===== src/rtl/reg_file.sv =====
// Register file with valid bits, two combinational read ports and a registered valid-entry count.
// Optional write-through bypass on the read ports is enabled by defining REG_FILE_BYPASS_EN.
module reg_file #(
  parameter int data_width  = 8,
  parameter int switch_bits = 3
) (
  input  logic                   clk,
  input  logic                   rst,
  input  logic                   wr_en,
  input  logic [switch_bits-1:0] wr_addr,
  input  logic [data_width-1:0]  wr_data,
  input  logic                   clr_en,
  input  logic [switch_bits-1:0] clr_addr,
  input  logic [switch_bits-1:0] rd_addr_a,
  input  logic [switch_bits-1:0] rd_addr_b,
  output logic [data_width-1:0]  rd_data_a,
  output logic [data_width-1:0]  rd_data_b,
  output logic                   rd_valid_a,
  output logic                   rd_valid_b,
  output logic [switch_bits:0]   valid_count
);

  localparam int depth = 1 << switch_bits;

  logic [data_width-1:0] entry_reg [depth];
  logic [depth-1:0]      valid_reg;
  logic [switch_bits:0]  count_reg;
  logic [switch_bits:0]  count_next;
  logic                  count_inc;
  logic                  count_dec;

  // Clear is applied first so a write to the same entry overrides it.
  always_ff @(posedge clk) begin
    if (!rst) begin
      for (int i = 0; i < depth; i++) begin
        entry_reg[i] <= '0;
      end
      valid_reg <= '0;
      count_reg <= '0;
    end else begin
      if (clr_en) begin
        valid_reg[clr_addr] <= 1'b0;
      end
      if (wr_en) begin
        entry_reg[wr_addr] <= wr_data;
        valid_reg[wr_addr] <= 1'b1;
      end
      count_reg <= count_next;
    end
  end

  always_comb begin
    count_inc  = wr_en && !valid_reg[wr_addr];
    count_dec  = clr_en && valid_reg[clr_addr] && !(wr_en && (wr_addr == clr_addr));
    count_next = count_reg;
    if (count_inc && !count_dec) begin
      count_next = count_reg + 1'b1;
    end else if (count_dec && !count_inc) begin
      count_next = count_reg - 1'b1;
    end
  end

  assign valid_count = count_reg;

`ifdef REG_FILE_BYPASS_EN
  logic hit_a;
  logic hit_b;

  assign hit_a      = rst && wr_en && (rd_addr_a == wr_addr);
  assign hit_b      = rst && wr_en && (rd_addr_b == wr_addr);
  assign rd_data_a  = hit_a ? wr_data : entry_reg[rd_addr_a];
  assign rd_data_b  = hit_b ? wr_data : entry_reg[rd_addr_b];
  assign rd_valid_a = hit_a | valid_reg[rd_addr_a];
  assign rd_valid_b = hit_b | valid_reg[rd_addr_b];
`else
  assign rd_data_a  = entry_reg[rd_addr_a];
  assign rd_data_b  = entry_reg[rd_addr_b];
  assign rd_valid_a = valid_reg[rd_addr_a];
  assign rd_valid_b = valid_reg[rd_addr_b];
`endif

endmodule


===== config.mk =====
export PLATFORM = sky130hd
export DESIGN_NAME = reg_file
export DESIGN_NICKNAME = d
export VERILOG_FILES = /design/src/rtl/reg_file.sv
export SDC_FILE = /design/constraint.sdc
export NUM_CORES = 1
export LEC_CHECK = 0
export CAP_MARGIN = 20
export CORE_AREA = 4 4 99 101
export CTS_BUF_LIST = sky130_fd_sc_hd__clkbuf_4 sky130_fd_sc_hd__clkbuf_8
export CTS_CLUSTER_SIZE = 25
export DETAILED_ROUTE_END_ITERATION = 7
export DIE_AREA = 0 0 103 105
export GPL_TIMING_DRIVEN = 0
export PLACE_DENSITY_LB_ADDON = 0.1
export SETUP_SLACK_MARGIN = 0.15
export SLEW_MARGIN = 20
export SYNTH_ARGS = -nofsm -noshare
export SYNTH_HDL_FRONTEND = slang
export SYNTH_SLANG_ARGS = --single-unit

===== constraint.sdc =====
create_clock -name clk -period 3.03 [get_ports clk]
set_input_delay 0.606 -clock clk [delete_from_list [all_inputs] [get_ports clk]]
set_output_delay 0.606 -clock clk [all_outputs]
set_load 0.005 [all_outputs]

### Word level (Yosys, flattened, before mapping)

Memories as Yosys holds them, arrays and structs flattened.
Index checks and enable logic that the tools add are counted.
W data, S select, Z words.

* memories: 1
* register bits after elaboration: 12
* memory bits (writable): 64
* input bits: 24
* word-level logic and storage cells: 53

Memories
* entry_reg: words 8, width 8, read ports 2, clocked after Yosys merged registers in 0, wr ports 8, line 25 `logic [data_width-1:0] entry_reg [depth];`

* bitwise operators: 3
* order comparisons: 6
* $add $sub $neg: 2
* equal/unequal tests: 1
* reduce and logical (&&, ||, !) cells: 14
* muxes and demuxes: 24

Operators with widths (number)
* $mux W8: 4
* $lt A3 B4 Y1 const B: 4
* $bmux W1 S3: 4
* $mux W1: 11
* $and A8 B8 Y8: 1
* $logic_and A1 B1 Y1: 8
* $mux W4: 2
* $not A8 Y8: 1
* $or A8 B8 Y8: 1
* $reduce_or A8 Y1: 1
* $demux W1 S3: 2
* $ge A3 B1 Y1 const B: 2
* $add A4 B1 Y4 const B: 1
* $logic_not A1 Y1: 4
* $sub A4 B1 Y4 const B: 1
* $eq A3 B3 Y1: 1
* $mux W3: 1
* $reduce_bool A2 Y1: 1

### Logic depth before layout (Yosys ltp)

Gate-level depths: netlist (run 1).

* depth after elaboration: 10
* mapped depth: 11
* depth with buffers taken out: 10

### Worst setup path after synthesis (run 1)

No wires, ideal clock.

* path kind: input port to flip-flop
* start point: in clr_addr[1]
* end point: reg count_reg[3] (netlist: valid_count[3])
* path slack: 0.218 ns
* buffers on the path: 1
* arrival time: 2.741 ns
* stages: 11
* cell sequence: buf_2 > mux4_2 > mux2_2 > nand3_1 > ha_1 > inv_1 > ha_1 > a21oi_1 > a211oi_1 > a31oi_1 > mux2i_1

* cells in the longest elaborated chain, start to end: 7
* elaborated cells between the ends (all ways): 12
* classes of those cells: 1 x eq/ne; 3 x mux; 8 x reduce/logical

RTL lines
* start: declaration: line 13 `input logic [switch_bits-1:0] clr_addr,`
* $bmux W1 S3 or $eq A3 B3 Y1 (tied branches): line 54 `count_dec = clr_en && valid_reg[clr_addr] && !(wr_en && (wr_addr == clr_addr));`
* $mux W1 (not written as such) or $logic_and A1 B1 Y1 (tied branches): line 54
* $logic_and A1 B1 Y1 or $logic_not A1 Y1 (tied branches): line 54
* $logic_and A1 B1 Y1 *: line 54
* $logic_not A1 Y1: line 56 `if (count_inc && !count_dec) begin`
* $logic_and A1 B1 Y1: line 56
* $mux W4 or $reduce_bool A2 Y1 (tied branches)
* end signal: assignment: line 48 `count_reg <= count_next;`
* end: declaration: line 27 `logic [switch_bits:0] count_reg;`

Mark *: on every way between the ends. The rest lies on a longest branch, timed or not. The select of a mux whose other input is x is not followed.
A chain may end at the register's enable or synchronous reset.

### Worst setup path after layout (run 1)

* start point: in rd_addr_b[0]
* end point: out rd_data_b[2]

* cells in the longest elaborated chain, start to end: 1

RTL lines
* start: declaration: line 15 `input logic [switch_bits-1:0] rd_addr_b,`
* $mem_v2 Z8 W8
* end: declaration: line 17 `output logic [data_width-1:0] rd_data_b,`

Every way passes these cells.

==> results.cfg, run 1 <==
[status]
outcome = complete, no violations

[logic_synthesis]
ys.flop_type = edfxtp_1
synth_edf_count = 64
synth_compound_area_share_pct = 3.27
syn_nets = 315
synth_top_area_share_pct = 43.7
ys_seq_area_share_pct = 49.1
yosys.area.top_type = edfxtp_1
synth_top_family_by_area = multiplexers
synth-seq-cells = 76
synthMuxAreaShare_pct = 29.1
synth-adder-area-share_pct = 1.31
synth_cells = 287
synth-simple-area-share_pct = 13.1
ys_async_sr_fraction_pct = 0
synth_xor_xnor_area_share_pct = 0.995
synth_area_leaders = edfxtp_1, mux4_1, and2_1, dfxtp_1, mux2_2
synth_area_per_cell_um2 = 15.3
yosysWarnings = 0
syn_area_um2 = 4400
ys_types = 33

[critical_path]
arrival_ns = 2.26
cpPeakStageDelay_ns = 0.57
cp-start-kind = primary input
path_max_fanout = 10
path_class = in -> out
endpoint_kind = output port
crit_path_cell_trace = buf_6, buf_12, mux4_1, mux2_2, clkdlybuf4s50_1
slowest_stage = mux4_1
crit_required_ns = 2.42

[sta]
finalSetupTns_ns = 0
tightest_slew_ns = 0.902
hold_viol = 0
finClkSkew_ns = 0.00742
setup-violations-final = 0
min_period_ns = 2.86
fin_ws_ns = 0.167
report.final.slew_viol_count = 0
slew_headroom_pct = 39.5
timing.fmax_mhz = 349
fin_crit_sh_pct = 94.5
rsz0062_at_grt = no

[cells_and_area]
final_cell_mix = and2_1, edfxtp_1, mux4_1
nNetsFinal = 361
fin_area_um2 = 5130
area_growth_pct = 16.6
fillCellCount = 720
mostFrequentLayoutCell = and2_1
fin_util_pct = 56.9
largest_reg_flops = 64
layout.cells.non_filler = 448
diodes = 0
drive_above_1_share_pct = 17.2

[floorplanning]
die_area_um2 = 10800
die_w_um = 103
chipHeight_um = 105
core_um2 = 9020
pin_count = 46
row_count = 35
initial_utilization_pct = 48.8

[cts]
postCtsSetupBuffers = 0
clock_latency_ns = 0.35
cts_tree = done
cts_buffer_depth = 2
htreeDepth = 3
cts_buffers = 9
clk_pin_slew_ns = 0.08
clkSinkCount = 76
clockRootBuffer = clkbuf_8

[detailed_routing]
via_count = 2658
route.detailed.drc = 0
dr.pass1.iters = 4
drt_wl_total_um = 9870
drt_iter0_drc = 146
wl_per_cell_um = 22.0
avgViaCountPerCell = 5.93
route.antenna.remaining_nets = 0

[place]
dp_hpwl_um = 6860
gp_congestion = 0.827
port_buffers = 34
place_area_um2 = 4880
dpl.cell_count = 432
dp_slack_ns = -0.112

[hold_path]
hp-class = reg -> reg

[job]
maxCapViolCount = 0

[power_and_ir_drop]
power.leakage_nw = 1.88
p_per_area_nw_per_um2 = 489
ir_worst_vdd_mv = 0.261

[global_routing]
antenna_found_initial = 0
first_global_vias = 2602
gr-usage-all-layers_pct = 19.2
gr-total-overflow = 0
grt_max_degree = 14
grt_pass1_wl_um = 14800
==> metal layers <==
layer	GRT usage [%]	vias up	part of all wire, %
li1	-	1238	-
met1	26.7	1294	41
met2	30.2	104	50
met3	2.67	22	6.2
met4	7.49	0	2.9
met5	0	-	0
==> final cells by class <==
type | instances | area, um2 | area share (%)
inverter | 3 | 11.3 | 0.219
tap | 111 | 139 | 2.71
buffer | 19 | 136 | 2.66
multi-input combinational | 189 | 2100 | 40.9
clock buffer | 9 | 124 | 2.41
sequential | 76 | 2160 | 42.1
timing repair buffer | 35 | 368 | 7.17
clock inverter | 6 | 90.1 | 1.76
==> where the power goes <==
group / switching [mW] / internal [mW] / leakage, nW
Clock: 0.386 / 0.460 / 0.105
Sequential: 0.0364 / 1.20 / 0.711
Combinational: 0.181 / 0.243 / 1.07
Total: 0.604 / 1.90 / 1.88
==> synthesized netlist by cell type, types with 4 or more instances <==
library cell  count
a31o_2            4
and2_1           67
buf_2             5
clkbuf_1          8
dfxtp_1          12
edfxtp_1         64
mux2_2           19
mux4_1           36
mux4_2            4
nand2_1           4
nand2b_1          5
nand4_1           4
nor2_1            7
o21ai_0          11
o311ai_0          4
xnor2_1           5
==> logic make-up (layout without fill, tap and decap cells) <==
kind of cell	Yosys count	count (layout)
multiplexers	62	62
XOR/XNOR	5	5
AO/OA/AOI/OAI	22	22
adder cells (fa/ha/maj)	4	4
flip-flops	76	76
AND/OR/NAND/NOR	96	96
buffers and inverters	22	72
==> repair_timing <==
item,4_1_cts,5_1_grt
endpoints found under the setup margin,18,6
resized for setup,4,4
gates cloned,0,1
hold buffers,0,0
==> stage by stage <==
stage	power [mW]	hold WS, ns
2_1_floorplan	1.49	0.462
3_3_place_gp	1.68	0.458
5_1_grt	2.60	0.523
3_5_place_dp	1.68	0.468
4_1_cts	2.51	0.487
6_report	2.51	0.483
==> path summary, 6_finish.rpt <==
check / from / end / slack (ns) / cells after the start
worst max-delay path: rd_addr_b[0] / rd_data_b[2] / 0.17 / 5
worst min-delay path: valid_count[3]$_SDFFE_PN0P_ / valid_count[3]$_SDFFE_PN0P_ / 0.48 / 2
worst max register to register: valid_reg[6]$_SDFF_PN0_ / valid_count[3]$_SDFFE_PN0P_ / 0.49 / 10
worst min register to register: valid_count[3]$_SDFFE_PN0P_ / valid_count[3]$_SDFFE_PN0P_ / 0.48 / 2
==> critical path, delay by kind of cell <==
family / cells / cell delay [ns]
buffers and inverters: 3 / 0.78
muxes: 2 / 0.87
Power figures use the tool's default switching activity.
==> inputs of run 2 (changes only) <==
--- a/config.mk
+++ b/config.mk
@@ -6,11 +6,11 @@
 export NUM_CORES = 1
 export LEC_CHECK = 0
 export CAP_MARGIN = 20
-export CORE_AREA = 4 4 99 101
+export CORE_AREA = 4 4 118 120
 export CTS_BUF_LIST = sky130_fd_sc_hd__clkbuf_4 sky130_fd_sc_hd__clkbuf_8
 export CTS_CLUSTER_SIZE = 25
 export DETAILED_ROUTE_END_ITERATION = 7
-export DIE_AREA = 0 0 103 105
+export DIE_AREA = 0 0 122 124
 export GPL_TIMING_DRIVEN = 0
 export PLACE_DENSITY_LB_ADDON = 0.1
 export SETUP_SLACK_MARGIN = 0.15
==> run 2 against run 1 <==
Net effect: core utilization decreased by 16 points; register-to-register slack about the same; worst setup slack improved by 0.017 ns; clock power increased by 11%; critical endpoint is now rd_data_b[7]; largest power group unchanged; highest routed layer unchanged.
==> results.cfg, run 2 (synthesis results as in run 1) <==
[status]
outcome = complete, no violations

[place]
dp_slack_ns = -0.221
dp_hpwl_um = 7950
gp_congestion = 0.795
port_buffers = 34

[sta]
finClkSkew_ns = 0.00192
timing.fmax_mhz = 351
setup-violations-final = 0
tightest_slew_ns = 0.924
slew_headroom_pct = 38.0
fin_crit_sh_pct = 93.9
min_period_ns = 2.85
fin_ws_ns = 0.184
hold_viol = 0
report.final.slew_viol_count = 0
rsz0062_at_grt = no

[global_routing]
gr-usage-all-layers_pct = 15.5
antenna_found_initial = 0
grt_max_degree = 14
grt_pass1_wl_um = 16800
first_global_vias = 2904
gr-total-overflow = 0

[critical_path]
path_max_fanout = 10
path_class = in -> out
slowest_stage = mux4_1
cpPeakStageDelay_ns = 0.55
cp-start-kind = primary input
crit_required_ns = 2.42
crit_path_cell_trace = buf_8, clkbuf_16, mux4_1, mux2_2, clkdlybuf4s50_1
arrival_ns = 2.24
endpoint_kind = output port

[floorplanning]
core_um2 = 13000
initial_utilization_pct = 33.9
chipHeight_um = 124
die_w_um = 122
die_area_um2 = 15100
row_count = 42
pin_count = 46

[cts]
clockRootBuffer = clkbuf_8
clk_pin_slew_ns = 0.08
postCtsHoldBufs = 0
cts_buffers = 9
cts_tree = done
cts_buffer_depth = 2
clkSinkCount = 76
clock_latency_ns = 0.35
htreeDepth = 3

[power_and_ir_drop]
p_per_area_nw_per_um2 = 497
combPwrFrac_pct = 16.9
power.leakage_nw = 1.89
switching_power_mw = 0.624
p_int_mw = 2.00
ir_worst_vdd_mv = 0.188
sw_frac_of_total_pct = 23.8
seqPwrFrac_pct = 47.3
clkPwrFrac_pct = 35.9

[detailed_routing]
drt_iter0_drc = 96
via_count = 2641
drt_wl_total_um = 11200
avgViaCountPerCell = 5.10
wl_per_cell_um = 21.6
dr.pass1.iters = 4
route.detailed.drc = 0
route.antenna.remaining_nets = 0

[cells_and_area]
diodes = 0
fin_util_pct = 40.6
fillCellCount = 1218
area_growth_pct = 19.8
drive_above_1_share_pct = 20.2
largest_reg_flops = 64
mostFrequentLayoutCell = and2_1
final_cell_mix = and2_1, edfxtp_1, clkdlybuf4s50_1
nNetsFinal = 365

[job]
maxCapViolCount = 0

[hold_path]
hp-class = reg -> reg
## run 2: stage by stage
stage               hold WS, ns  instances  power (mW)  TNS [ns]  area, um2
floorplan                 0.462        287        1.49         0       4400
global placement          0.458        497        1.69     -9.43       4960
global route              0.534        518        2.73         0       5280
CTS                       0.483        516        2.64         0       5210
detailed placement        0.468        500        1.70     -2.76       4990
finish                    0.481        518        2.62         0       5280
## run 2: power by group through the flow
stage          combinational, mW  sequential [mW]  clock [mW]
2_1_floorplan              0.243             1.25           0
3_3_place_gp               0.428             1.26           0
3_5_place_dp               0.433             1.26           0
4_1_cts                    0.439             1.24       0.956
5_1_grt                    0.479             1.25        1.00
6_report                   0.443             1.24       0.940
## run 2: path summary, 6_finish.rpt
check | start | endpoint | slack (ns) | cells past startpoint
max | rd_addr_b[0] | rd_data_b[7] | 0.18 | 5
min | valid_count[3]$_SDFFE_PN0P_ | valid_count[3]$_SDFFE_PN0P_ | 0.48 | 2
max reg2reg | valid_reg[6]$_SDFF_PN0_ | valid_count[3]$_SDFFE_PN0P_ | 0.50 | 10
min reg2reg | valid_count[3]$_SDFFE_PN0P_ | valid_count[3]$_SDFFE_PN0P_ | 0.48 | 2
## run 2: timing repair
| action | CTS | global route |
|---|---|---|
| setup buffers | 0 | 0 |
| pin swaps | 0 | 0 |
| setup endpoints to repair | 18 | 12 |
| gates resized for setup | 11 | 6 |
| gates cloned | 0 | 2 |
| hold endpoints to repair | 0 | 0 |
## run 2: final cells by class
class,count,area [um2],area share [%]
Tap cell,176,220,4.17
Buffer,19,148,2.80
Timing Repair Buffer,39,413,7.83
Clock inverter,7,115,2.18
Clock buffer,9,124,2.35
Inverter,3,11.3,0.213
Multi-Input combinational cell,189,2080,39.5
Sequential cell,76,2160,41.0
## run 2: routing by layer
layer  share of wire (%)  wire length (um)  GRT usage (%)
met1                  43              4850           19.5
met5                   0                 0              0
met2                  51              5730           27.5
met3                 4.0               453           2.77
met4                 1.6               174           4.76
## run 2: worst max-delay path: cells and delay by family
family	cells	cell delay (ns)
muxes	2	0.86
buffers and inverters	3	0.77
